===== config.mk =====
export PLATFORM = sky130hd
export DESIGN_NAME = alu_exec_unit
export DESIGN_NICKNAME = d
export VERILOG_FILES = /design/src/rtl/alu_exec_unit.sv
export SDC_FILE = /design/constraint.sdc
export NUM_CORES = 1
export LEC_CHECK = 0
export CAP_MARGIN = 25
export CELL_PAD_IN_SITES_DETAIL_PLACEMENT = 1
export CELL_PAD_IN_SITES_GLOBAL_PLACEMENT = 1
export CORE_AREA = 2 2 102 104
export DETAILED_ROUTE_END_ITERATION = 8
export DIE_AREA = 0 0 104 106
export PLACE_DENSITY_LB_ADDON = 0.3
export SYNTH_ARGS = -nofsm -noshare
export SYNTH_HDL_FRONTEND = slang
export SYNTH_SLANG_ARGS = --single-unit
export TNS_END_PERCENT = 30

===== constraint.sdc =====
create_clock -name clock -period 2.5 [get_ports clock]
set_input_delay 0.5 -clock clock [delete_from_list [all_inputs] [get_ports clock]]
set_output_delay 0.5 -clock clock [all_outputs]
set_load 0.1 [all_outputs]

===== src/rtl/alu_exec_unit.sv =====
// Sequenced 8-bit ALU with accumulator y and store register r, driving the display nibbles.
// Optional build macro ALU_UNDO_EN adds an undo input that restores {y, flags} from a shadow copy.
module alu_exec_unit #(
   parameter logic [7:0] RESET_Y = 8'h00,
   parameter logic [7:0] RESET_R = 8'h00
) (
   input  logic       clock,
   input  logic       reset,
   input  logic [7:0] a,
   input  logic [3:0] sel,
   input  logic       go,
   input  logic       load,
`ifdef ALU_UNDO_EN
   input  logic       undo,
`endif
   output logic [7:0] y,
   output logic [3:0] upper_y,
   output logic [3:0] lower_y,
   output logic       carry,
   output logic       zero,
   output logic       neg,
   output logic       busy,
   output logic       done
);

   typedef enum logic [1:0] {IDLE, CAP, EXEC, WB} state_t;

   state_t     state, state_nxt;
   logic       go_q, load_q;
   logic       go_rise, load_rise;
   logic [7:0] opa, r;
   logic [3:0] opc;
   logic [8:0] res, alu_res;

   assign go_rise   = go & ~go_q;
   assign load_rise = load & ~load_q;
   assign upper_y   = y[7:4];
   assign lower_y   = y[3:0];

`ifdef ALU_UNDO_EN
   logic       undo_q, undo_rise, undo_v;
   logic [7:0] sh_y;
   logic       sh_c, sh_z, sh_n;
   assign undo_rise = undo & ~undo_q;
`endif

   // State register
   always_ff @(posedge clock or negedge reset) begin
      if (!reset) state <= IDLE;
      else        state <= state_nxt;
   end

   // Next-state logic; load has priority over go in IDLE
   always_comb begin
      state_nxt = state;
      case (state)
         IDLE: if (!load_rise && go_rise) state_nxt = CAP;
         CAP:  state_nxt = EXEC;
         EXEC: state_nxt = WB;
         WB:   state_nxt = IDLE;
         default: state_nxt = IDLE;
      endcase
   end

   // Outputs
   always_comb begin
      busy = (state != IDLE);
      done = (state == WB);
   end

   // Bit 8 carries the carry/borrow flag for ops that define one, 0 otherwise
   always_comb begin
      alu_res = 9'd0;
      case (opc)
         4'd0:  alu_res = {1'b0, y} + {1'b0, opa};
         4'd1,
         4'd4:  alu_res = {1'b0, y} - {1'b0, opa};
         4'd2:  alu_res = {y[7], y[6:0], 1'b0};
         4'd3:  alu_res = {y[0], 1'b0, y[7:1]};
         4'd5:  alu_res = {1'b0, y & opa};
         4'd6:  alu_res = {1'b0, y | opa};
         4'd7:  alu_res = {1'b0, y ^ opa};
         4'd8:  alu_res = {1'b0, ~(y & opa)};
         4'd9:  alu_res = {1'b0, ~(y | opa)};
         4'd10: alu_res = {1'b0, ~(y ^ opa)};
         4'd11: alu_res = {1'b0, ~opa};
         4'd12: alu_res = {1'b0, ~y};
         4'd13: alu_res = {(y != 8'd0), 8'd0 - y};
         4'd14: alu_res = {1'b0, y};
         4'd15: alu_res = {1'b0, r};
         default: alu_res = 9'd0;
      endcase
   end

   always_ff @(posedge clock or negedge reset) begin
      if (!reset) begin
         go_q   <= 1'b0;
         load_q <= 1'b0;
         opa    <= 8'd0;
         opc    <= 4'd0;
         res    <= 9'd0;
         y      <= RESET_Y;
         r      <= RESET_R;
         carry  <= 1'b0;
         zero   <= 1'b0;
         neg    <= 1'b0;
`ifdef ALU_UNDO_EN
         undo_q <= 1'b0;
         undo_v <= 1'b0;
         sh_y   <= 8'd0;
         sh_c   <= 1'b0;
         sh_z   <= 1'b0;
         sh_n   <= 1'b0;
`endif
      end else begin
         go_q   <= go;
         load_q <= load;
`ifdef ALU_UNDO_EN
         undo_q <= undo;
`endif
         case (state)
            IDLE: begin
               if (load_rise) begin
                  y    <= a;
                  zero <= (a == 8'd0);
                  neg  <= a[7];
`ifdef ALU_UNDO_EN
                  {sh_y, sh_c, sh_z, sh_n} <= {y, carry, zero, neg};
                  undo_v <= 1'b1;
`endif
               end else if (go_rise) begin
                  opa <= a;
                  opc <= sel;
               end
`ifdef ALU_UNDO_EN
               else if (undo_rise && undo_v) begin
                  {y, carry, zero, neg} <= {sh_y, sh_c, sh_z, sh_n};
                  undo_v <= 1'b0;
               end
`endif
            end
            EXEC: res <= alu_res;
            WB: begin
`ifdef ALU_UNDO_EN
               {sh_y, sh_c, sh_z, sh_n} <= {y, carry, zero, neg};
               undo_v <= 1'b1;
`endif
               case (opc)
                  4'd14: r <= y;
                  4'd4: begin
                     carry <= res[8];
                     zero  <= (res[7:0] == 8'd0);
                     neg   <= res[7];
                  end
                  default: begin
                     if (opc == 4'd15) r <= y;
                     y     <= res[7:0];
                     carry <= res[8];
                     zero  <= (res[7:0] == 8'd0);
                     neg   <= res[7];
                  end
               endcase
            end
            default: ;
         endcase
      end
   end

endmodule

======== Word level (Yosys, flattened, before mapping) ========
Cells that the tools add are included.
operators by class
  bitwise logic cells ..................... 15
  mux-type cells .......................... 14
  reductions and logical operators ........ 17
  add/subtract/negate cells ............... 3
  equal/unequal tests ..................... 22
operators with widths
  kind                                                 number
  case mux 9 bit (15 select lines)                     1
  NOT 8 bit                                            5
  equality test 4 bit, second input constant           8
  case mux 8 bit (2 select lines)                      2
  two-way mux 8 bit                                    3
  equality test 4 x 3 -> 1 bit, second input constant  4
  logical NOT 8 bit                                    2
  AND reduction 3 bit                                  4
  adder 8 x 8 -> 9 bit                                 1
  subtractor 8 x 8 -> 9 bit                            1
  bitwise AND 8 bit                                    1
  equality test 4 x 2 -> 1 bit, second input constant  2
  inequality test 2 bit, second input constant         4
  bitwise OR 8 bit                                     1
  case mux 2 bit (4 select lines)                      1
  nonzero test 8 bit                                   1
  subtractor 1 x 8 -> 8 bit, first input constant      1
  XOR 8 bit                                            1
  nonzero test 2 bit                                   3
  NOT 1 bit                                            5
  equality test 2 bit, second input constant           2
  equality test 4 x 1 -> 1 bit, second input constant  1
  logical NOT 4 bit                                    1
  two-way mux 1 bit                                    4
  other kinds (9)                                      12
storage, ports and cells
  logic and storage cells ................. 82
  input port bits ......................... 16
  flip-flop bits (word level) ............. 44
  output and inout bits ................... 21

======== Longest topological paths before layout ========
  depth after elaboration ................. 6
  mapped depth ............................ 13
  mapped depth without buffers ............ 11

======== Worst setup path after synthesis ========
Ideal clock, no wire load.
  kind .................................... flip-flop to flip-flop
  from .................................... register y[0]
  to ...................................... register res[8]
  clock period less this slack ............ 2798 ps
  required time ........................... 2412 ps
  arrival ................................. 2710 ps
  stages on the path, launching flop included .. 9
  slack ................................... -298 ps
  library setup time ...................... 88 ps
  buffers on the path ..................... 0
  cells stage by stage .................... dfrtp_1 > inv_1 > ha_1 > fa_1 > nor2b_1 > o2111a_1 > o211ai_1 > a211o_1 > o211ai_1
on the way
  cells in the longest elaborated chain, start to end .. 2
  elaborated cells on any way between the ends .. 4
  classes of those cells .................. add/sub (2); mux (1); reduce/logical (1)
ends and longest elaborated chain
  item                                                     line  RTL
  from (decl)                                              16    output logic [7:0] y,
  from (signal assigned)                                   157   y <= res[7:0];
  subtractor 8 x 8 -> 9 bit, or another cell as far along  77    4'd4: alu_res = {1'b0, y} - {1'b0, opa};
  case mux 9 bit (15 select lines) *                       74    case (opc)
  to (signal assigned)                                     142   EXEC: res <= alu_res;
  to (decl)                                                33    logic [8:0] res, alu_res;
Every way passes the cells marked *; elsewhere a longest branch is shown, timed or not.
A chain may end at the register's enable or synchronous reset.

======== Worst setup path in the final report ========
  from .................................... register opc[2]
  to ...................................... register res[5]
on the way
  cells in the longest elaborated chain, start to end .. 3
  elaborated cells on any way between the ends .. 18
  classes of those cells .................. eq/ne (15); mux (1); reduce/logical (2)
ends and longest elaborated chain
  item                                                                          line  RTL
  from (decl)                                                                   32    logic [3:0] opc;
  from (signal assigned)                                                        133   opc <= sel;
  equality test 4 x 3 -> 1 bit or equality test 4 x 1 -> 1 bit (tied branches)  74
  OR reduction 2 bit                                                            74
  case mux 9 bit (15 select lines) *                                            74
Marked as above.

==> results.toml <==
[outcome]
outcome = "completed"

[logic_synthesis]
synth.mux.area_fraction_pct = 12.6
postSynthCellCount = 442
yosysSeqAreaShare_pct = 27.7
yosysWarnings = 0
synth_top_area_cell = "dfrtp_1"
synth_edf_count = 0
syn_avg_cell_area_sq_um = 9.00
yosys-top-cells-area = "dfrtp_1, ha_1, mux2_2, mux2i_1, o21ai_0"
syn-num-nets = 488
synth_fa_ha_area_share_pct = 9.62
synth_cell_type_count = 73
netlist.area_leader.share_pct = 27.7
synth_flop_cell = "dfrtp_1"
synth_compound_area_share_pct = 21.0
synth.most_common_cell = "dfrtp_1"
synthTopCellsByCount = "dfrtp_1, nand2_1, ha_1"
syn_area_sq_mm = 0.00398
synthXorXnorAreaFrac_pct = 2.64
synth_top_family_by_area = "compound AO/OA/AOI/OAI gates"
async_reset_ff_share_pct = 100
synth-simple-area-share_pct = 17.7
synth-seq-cells = 44

[setup_path]
timing.rr.end = "res[5]$_DFFE_PN0P_"
rrSetupSlack_ns = 0.02
r2r_start = "opc[2]$_DFFE_PN0P_"
path_class = "flop to flop"
arrival_ns = 2.70
start_kind = "flop"
path_max_fanout = 4
crit_path_end_kind = "flop"
r2r_cells = 12
critPathRequiredTime_ns = 2.72

[placement]
place_ws_ns = -0.0815
port_buffers = 36
gp_congestion = 0.920
dp_hpwl_um = 10700

[sta]
rsz0062_at_grt = "yes"
finalCriticalPeriod_ns = 2.48
min_period_over_period_pct = 99.0
setup_viol = 0
relSlewSlack_pct = 65.3
hold_viol_final = 0
worst_clock_skew_ns = 0.00678
maxSlewViolCount = 0
max_clock_freq_mhz = 404
setup_slack_ns = 0.0249
tightestPinTransition_ns = 0.508

[global_routing]
overflow = 0
grt_max_degree = 70
grt_antenna_before_repair = 0
grt.total_usage_pct = 26.6
grt_pass1_wl_um = 22800
grt_pass1_vias = 3978

[cells_and_area]
area_growth_pct = 20.6
layout.area.seq_sq_mm = 0.00110
nFillCells = 1214
diodes = 0
fin_nets = 545
drive_above_1_share_pct = 26.8
multi_input_area_sq_mm = 0.00259

[floorplan]
dieArea_sq_mm = 0.0110
core_area_sq_mm = 0.0100
ios = 37
start_util_pct = 39.8
rows = 37
die_w_um = 104
fp.dieH_um = 106

[route]
drt_first_pass_iters = 5
ant_nets = 0
wire_per_inst_um = 22.4
first_iter_violations = 214
wl_met3_um = 641
drc = 0
vias_per_cell = 6.00
vias = 3814
m1WireLength_um = 6070
wirelength_um = 14300
dr_wl_met2_um = 7000
topRoutingLayerUsed = "met4"

[cts]
cts_buffers = 5
cts_root_buf = "clkbuf_8"
holdBufCountCts = 0
cts.sinks = 44
cts_tree = "built"
clk_pin_slew_ns = 0.10
worstSkewPairLatency_ns = 0.31
h-tree-depth = 2
clk_path_buf_depth = 2

[min_path]
hold_path.class = "input port to async pin"

[flow_run]
cap_violations = 0
==> routing by layer <==
metal | vias up | GRT usage, %
met2 | 120 | 45.7
met3 | 34 | 3.62
met1 | 1917 | 34.2
met5 | - | 0
li1 | 1743 | -
met4 | 0 | 10.0
==> metrics by stage <==
step           setup TNS [ns]  instance area, sq um  util [%]  hold WS (ns)  cells
3_5_place_dp           -0.336                  4570      45.7         0.476    623
2_1_floorplan          -0.742                  3980         -         0.204    442
3_3_place_gp         -0.00817                  4570      45.7         0.464    623
4_1_cts                     0                  4760      47.6         0.148    635
5_1_grt                -0.410                  4800      48.0         0.174    636
6_report                    0                  4800      48.0         0.135    636
==> registers in the layout, summed over array words and instances (netlist names) <==
| register | count |
|---|---|
| res | 9 |
| opa | 8 |
| r | 8 |
| y | 8 |
| opc | 4 |
| state | 2 |
| carry | 1 |
| go_q | 1 |
| load_q | 1 |
| neg | 1 |
| zero | 1 |
==> kinds of logic after synthesis <==
logic type	Yosys count
buffers and inverters	65
xor gates and xnor gates	12
AOI/OAI and AO/OA	119
muxes	43
and+or+nand+nor	129
adders and majority gates	30
DFF	44
==> placed cells by master (no fill, tap or decap), types with 12 or more instances in the layout <==
master / count
nor2_1: 20
ha_1: 28
mux2i_1: 19
buf_4: 71
dfrtp_1: 41
o21ai_0: 26
mux2_2: 19
a21oi_1: 18
nor3_1: 12
clkdlybuf4s50_1: 14
inv_1: 25
nand2_1: 30
==> final cells by class <==
class                      count  area share (%)
clock buffer                   6            1.72
clock inverter                 2           0.808
inverter                      27            2.11
multi-input combinational    333            54.0
sequential                    44            23.0
tap                          136            3.54
timing repair buffer          88            14.8
==> worst max-delay path, cell delays in order, from the launching register on <==
cell and delay [ns]:
dfrtp_2 0.44, nor2b_4 0.15, o21ai_4 0.19, buf_4 0.15
nor2_2 0.03, a21o_1 0.18, inv_1 0.08, ha_1 0.23
nand3b_1 0.10, nand2_1 0.09, a31oi_1 0.20, mux2_2 0.36
a311oi_2 0.19
==> worst max-delay path by stage <==
stage	slack, ns	to	startpoint	depth (start not counted)
2_1_floorplan	-0.19	res[8]$_DFFE_PN0P_	y[1]$_DFFE_PN0P_	8
3_3_place_gp	-0.008	res[7]$_DFFE_PN0P_	opc[0]$_DFFE_PN0P_	11
5_1_grt	-0.11	res[8]$_DFFE_PN0P_	opc[2]$_DFFE_PN0P_	11
4_1_cts	0.007	res[5]$_DFFE_PN0P_	opc[2]$_DFFE_PN0P_	10
6_report	0.02	res[5]$_DFFE_PN0P_	opc[2]$_DFFE_PN0P_	12
3_5_place_dp	-0.08	res[5]$_DFFE_PN0P_	opc[2]$_DFFE_PN0P_	10
==> what timing repair did <==
| item | 4_1_cts | 5_1_grt |
|---|---|---|
| gates resized for setup | 10 | 10 |
| endpoints found under the setup margin | 5 | 13 |
| pin swaps | 11 | 5 |
| hold endpoints to repair | 0 | 0 |
| buffers inserted | 4 | 1 |
Power is left out: the tool's default activity adds up to more than one toggle a clock period on the data nets, which glitch-free logic cannot reach.
==> RTL change 1 (config.mk and constraints unchanged) <==
The option `ALU_UNDO_EN` is turned on by a define.
--- a/src/rtl/alu_exec_unit.sv
+++ b/src/rtl/alu_exec_unit.sv
@@ -1,4 +1,6 @@
 // Sequenced 8-bit ALU with accumulator y and store register r, driving the display nibbles.
 // Optional build macro ALU_UNDO_EN adds an undo input that restores {y, flags} from a shadow copy.
+`define ALU_UNDO_EN
+
 module alu_exec_unit #(
    parameter logic [7:0] RESET_Y = 8'h00,
Interface: changed (added undo); port bits go from 37 to 38. The function was not compared with the original's and may differ.
==> RTL change 1 against the original RTL <==
  * The flow now finishes with violations (setup timing)
  * Synthesized area rose by 13%
  * Non-clock buffer count rose by 10
  * Worst setup slack got worse by 0.19 ns
  * Sequential cell count rose by 13
  * Count of clock-buffer cells in the layout rose by 4
  * Routed wire length rose by 18%
  * Design area rose by 15%
  * Critical path type unchanged
Power is left out: the tool's default activity adds up to more than one toggle a clock period on the data nets, which glitch-free logic cannot reach.
==> RTL change 1: results (changes against the original RTL) <==
Synth top cells by count nand2_1, dfrtp_1, o21ai_0; fraction of area in multi-input gates 0.503 (-0.0374); register area share after synthesis 0.318 (+0.0416); critical path startpoint opc[0]$_DFFE_PN0P_; Final WS setup -0.164 ns (-0.189 ns); CP arrival 2.94 ns (+0.24 ns); worst skew pair latency 0.34 ns (+0.03 ns); DP HPWL 12.3 mm (+15%); Clock Skew 0.00767 ns (+0.000893 ns); # clk buffers 10 (+4); Worst-path clk slew 0.07 ns (-0.03 ns); family with the most delay on the worst path compound AO/OA/AOI/OAI gates; first-pass GRT wire length 26.7 mm (+17%); fraction of layout cells with a size suffix above 1 0.248 (-0.0201); bufs w/o clock 98 (+11%); Post-Place Worst Slack -0.209 ns (-0.127 ns); fraction of area in registers 0.258 (+0.0281); top post-synthesis cells by area dfrtp_1, ha_1, nand2_1; Non-clk invs 33 (+22%); DR pass1 iterations 6 (+1); GPL Wtd Cong 0.954 (+3.7%); final net count 640 (+17%); signal buffers share of area 0.147 (-0.00117); R2R depth 10 (-2); Worst Tran Pin Value 0.642 ns (+0.135 ns); #MultiIn Comb 394 (+18%); count of input and output buffers 37 (+2.8%); DRT iter0 DRCs 301 (+41%); final setup vio count 4 (+4); largest net degree at the start of global routing 58 (-17%); Vias/cell 6.22 (+3.7%); Seq cells post-synth 57 (+30%); average wire per standard cell 22.9 um (+2.1%); Clock buf/inv share 0.0393 (+0.0140); Yosys cell types 66 (-9.6%); H-tree depth 3 (+1); vias in the first global route 4759 (+20%); setup bufs post-CTS 2 (-2); failing checks setup timing; Max FO, Critical Path 5 (+1); GR Util All Layers 0.313 (+0.0468); CTS buffer count 9 (+4); fill cell count 1217 (+0.25%); status finished with violations
RTL change 1: metrics by stage:
stage | cells | area [um^2] | hold WS (ns) | util | TNS (ns)
after floorplan | 527 | 4490 | 0.204 | - | -0.398
after global placement | 716 | 5230 | 0.458 | 0.523 | -0.121
after detailed placement | 716 | 5230 | 0.475 | 0.523 | -0.593
after CTS | 733 | 5510 | 0.155 | 0.551 | -0.141
after global routing | 733 | 5540 | 0.159 | 0.554 | -0.886
final | 733 | 5540 | 0.138 | 0.554 | -0.346
RTL change 1: cell families after synthesis:
group / count (synthesis) / share of synthesized area
AOI/OAI and AO/OA: 155 / 0.228
xor gates and xnor gates: 12 / 0.0235
and+or+nand+nor: 170 / 0.196
DFF: 57 / 0.318
muxes: 27 / 0.0709
adders and majority gates: 30 / 0.0854
buffers and inverters: 76 / 0.0784
RTL change 1: routing by layer:
metal / share of wire / global-route usage
met1: 0.41 / 0.392
met2: 0.48 / 0.528
met3: 0.066 / 0.0533
met4: 0.044 / 0.148
met5: 0 / 0
==> RTL change 2 (config.mk and constraints unchanged) <==
Without the edit above. The 4 states of `state_t` get a one-hot encoding in 4 bits.
--- a/src/rtl/alu_exec_unit.sv
+++ b/src/rtl/alu_exec_unit.sv
@@ -24,5 +24,5 @@
 );
 
-   typedef enum logic [1:0] {IDLE, CAP, EXEC, WB} state_t;
+   typedef enum logic [3:0] {IDLE = 4'b0001, CAP = 4'b0010, EXEC = 4'b0100, WB = 4'b1000} state_t;
 
    state_t     state, state_nxt;
Behaviour: same outputs for any inputs over 10 cycles, from zero or initial values and one cycle with reset low; not proved beyond that.
==> RTL change 2 against the original RTL <==
  * The run now ends with setup timing left
  * Design area fell by 0.70%
  * Routed wire length rose by 1.2%
  * Synthesized area rose by 1.1%
  * Worst setup slack got worse by 0.054 ns
  * Sequential share of layout area rose by 1.3 points
  * Sequential cell count rose by 2
==> RTL change 2: results (changes against the original RTL) <==
DP HPWL 10.8 mm (+1.5%); M3 GR Usage 0.0251 (-0.0110); GR Util All Layers 0.263 (-0.00349); failing checks setup timing; Max FO, Critical Path 5 (+1); met2 WL 7.00 mm (about the same); M2 GR Usage 0.454 (-0.00282); slew margin rel. 0.569 (-0.0836); wl on met1 6.26 mm (+3.1%); post-synthesis mux area share 0.109 (-0.0170); Synth top cells by count dfrtp_1, nand2_1, nor2_1; Clock Skew 0.00855 ns (+0.00177 ns); final setup vio count 1 (+1); largest net degree at the start of global routing 35 (-50%); drt total wl 14.4 mm (+1.2%); met1 usage 0.353 (+0.0109); top post-synthesis cells by area dfrtp_1, ha_1, mux2_2; Mapped Nets 499 (+2.3%); Max VDD drop 0.000486 V; Final WS setup -0.0288 ns (-0.0537 ns); GPL Wtd Cong 0.927 (+0.70%); via count 3864 (+1.3%); compound-gate portion of the synthesized area 0.202 (-0.00857); Yosys cell types 69 (-5.5%); met3 wire len 843 um (+32%); status finished with violations; register area share after synthesis 0.286 (+0.00965); Adder-Cell Fraction of Synth Area 0.0858 (-0.0104); Post-Synth XOR/XNOR Area 0.0261 (-0.000296); placed instance area 0.00459 mm^2 (+0.38%); Post-Place Worst Slack -0.0310 ns (+0.0504 ns); CP arrival 2.72 ns (+0.02 ns); setup bufs post-CTS 0 (-4); highest metal layer with signal wires met4
==> RTL change 2: changes by cell type after synthesis, moves of 6 or more <==
cell,before,now
a22oi_1,1,8
nor2_1,21,28
o21ai_0,28,19
o21a_1,1,7
==> RTL change 2: power groups by stage <==
stage / clock network (mW) / registers (mW) / logic, mW
floorplan: 0 / 1.22 / 1.94
global route: 0.546 / 1.04 / 3.47
finish: 0.503 / 1.02 / 3.22
global placement: 0 / 1.02 / 2.94
detailed placement: 0 / 1.02 / 2.99
CTS: 0.522 / 1.01 / 3.02
==> RTL change 2: path summary, 6_finish.rpt <==
check / from / to / slack [ns] / cells after the start
setup / recovery: opc[2]$_DFFE_PN0P_ / res[8]$_DFFE_PN0P_ / -0.03 / 9
hold / removal: reset / r[1]$_DFFE_PN0P_ / 0.11 / 1
setup reg to reg: opc[2]$_DFFE_PN0P_ / res[8]$_DFFE_PN0P_ / -0.03 / 9
hold reg to reg: r[1]$_DFFE_PN0P_ / r[1]$_DFFE_PN0P_ / 0.52 / 1
max in group asynchronous: reset / y[4]$_DFFE_PN0P_ / 1.60 / 2
min in group clock: r[1]$_DFFE_PN0P_ / r[1]$_DFFE_PN0P_ / 0.52 / 1
==> RTL change 2: cell type report <==
cell class                      instances  area (um^2)
Fill cell                            1216         5230
Clock buffer                            5         68.8
Sequential cell                        46         1160
Timing Repair Buffer                   80          646
Inverter                               29          109
Multi-Input combinational cell        342         2590
Tap cell                              136          170
Clock inverter                          3         27.5
==> RTL change 2: metrics by stage <==
step | total power, mW | instances | TNS (ns)
global route | 5.05 | 641 | -0.374
detailed placement | 4.02 | 631 | -0.0616
floorplan | 3.16 | 456 | -0.0881
finish | 4.74 | 641 | -0.0288
CTS | 4.56 | 639 | 0
global placement | 3.96 | 631 | 0
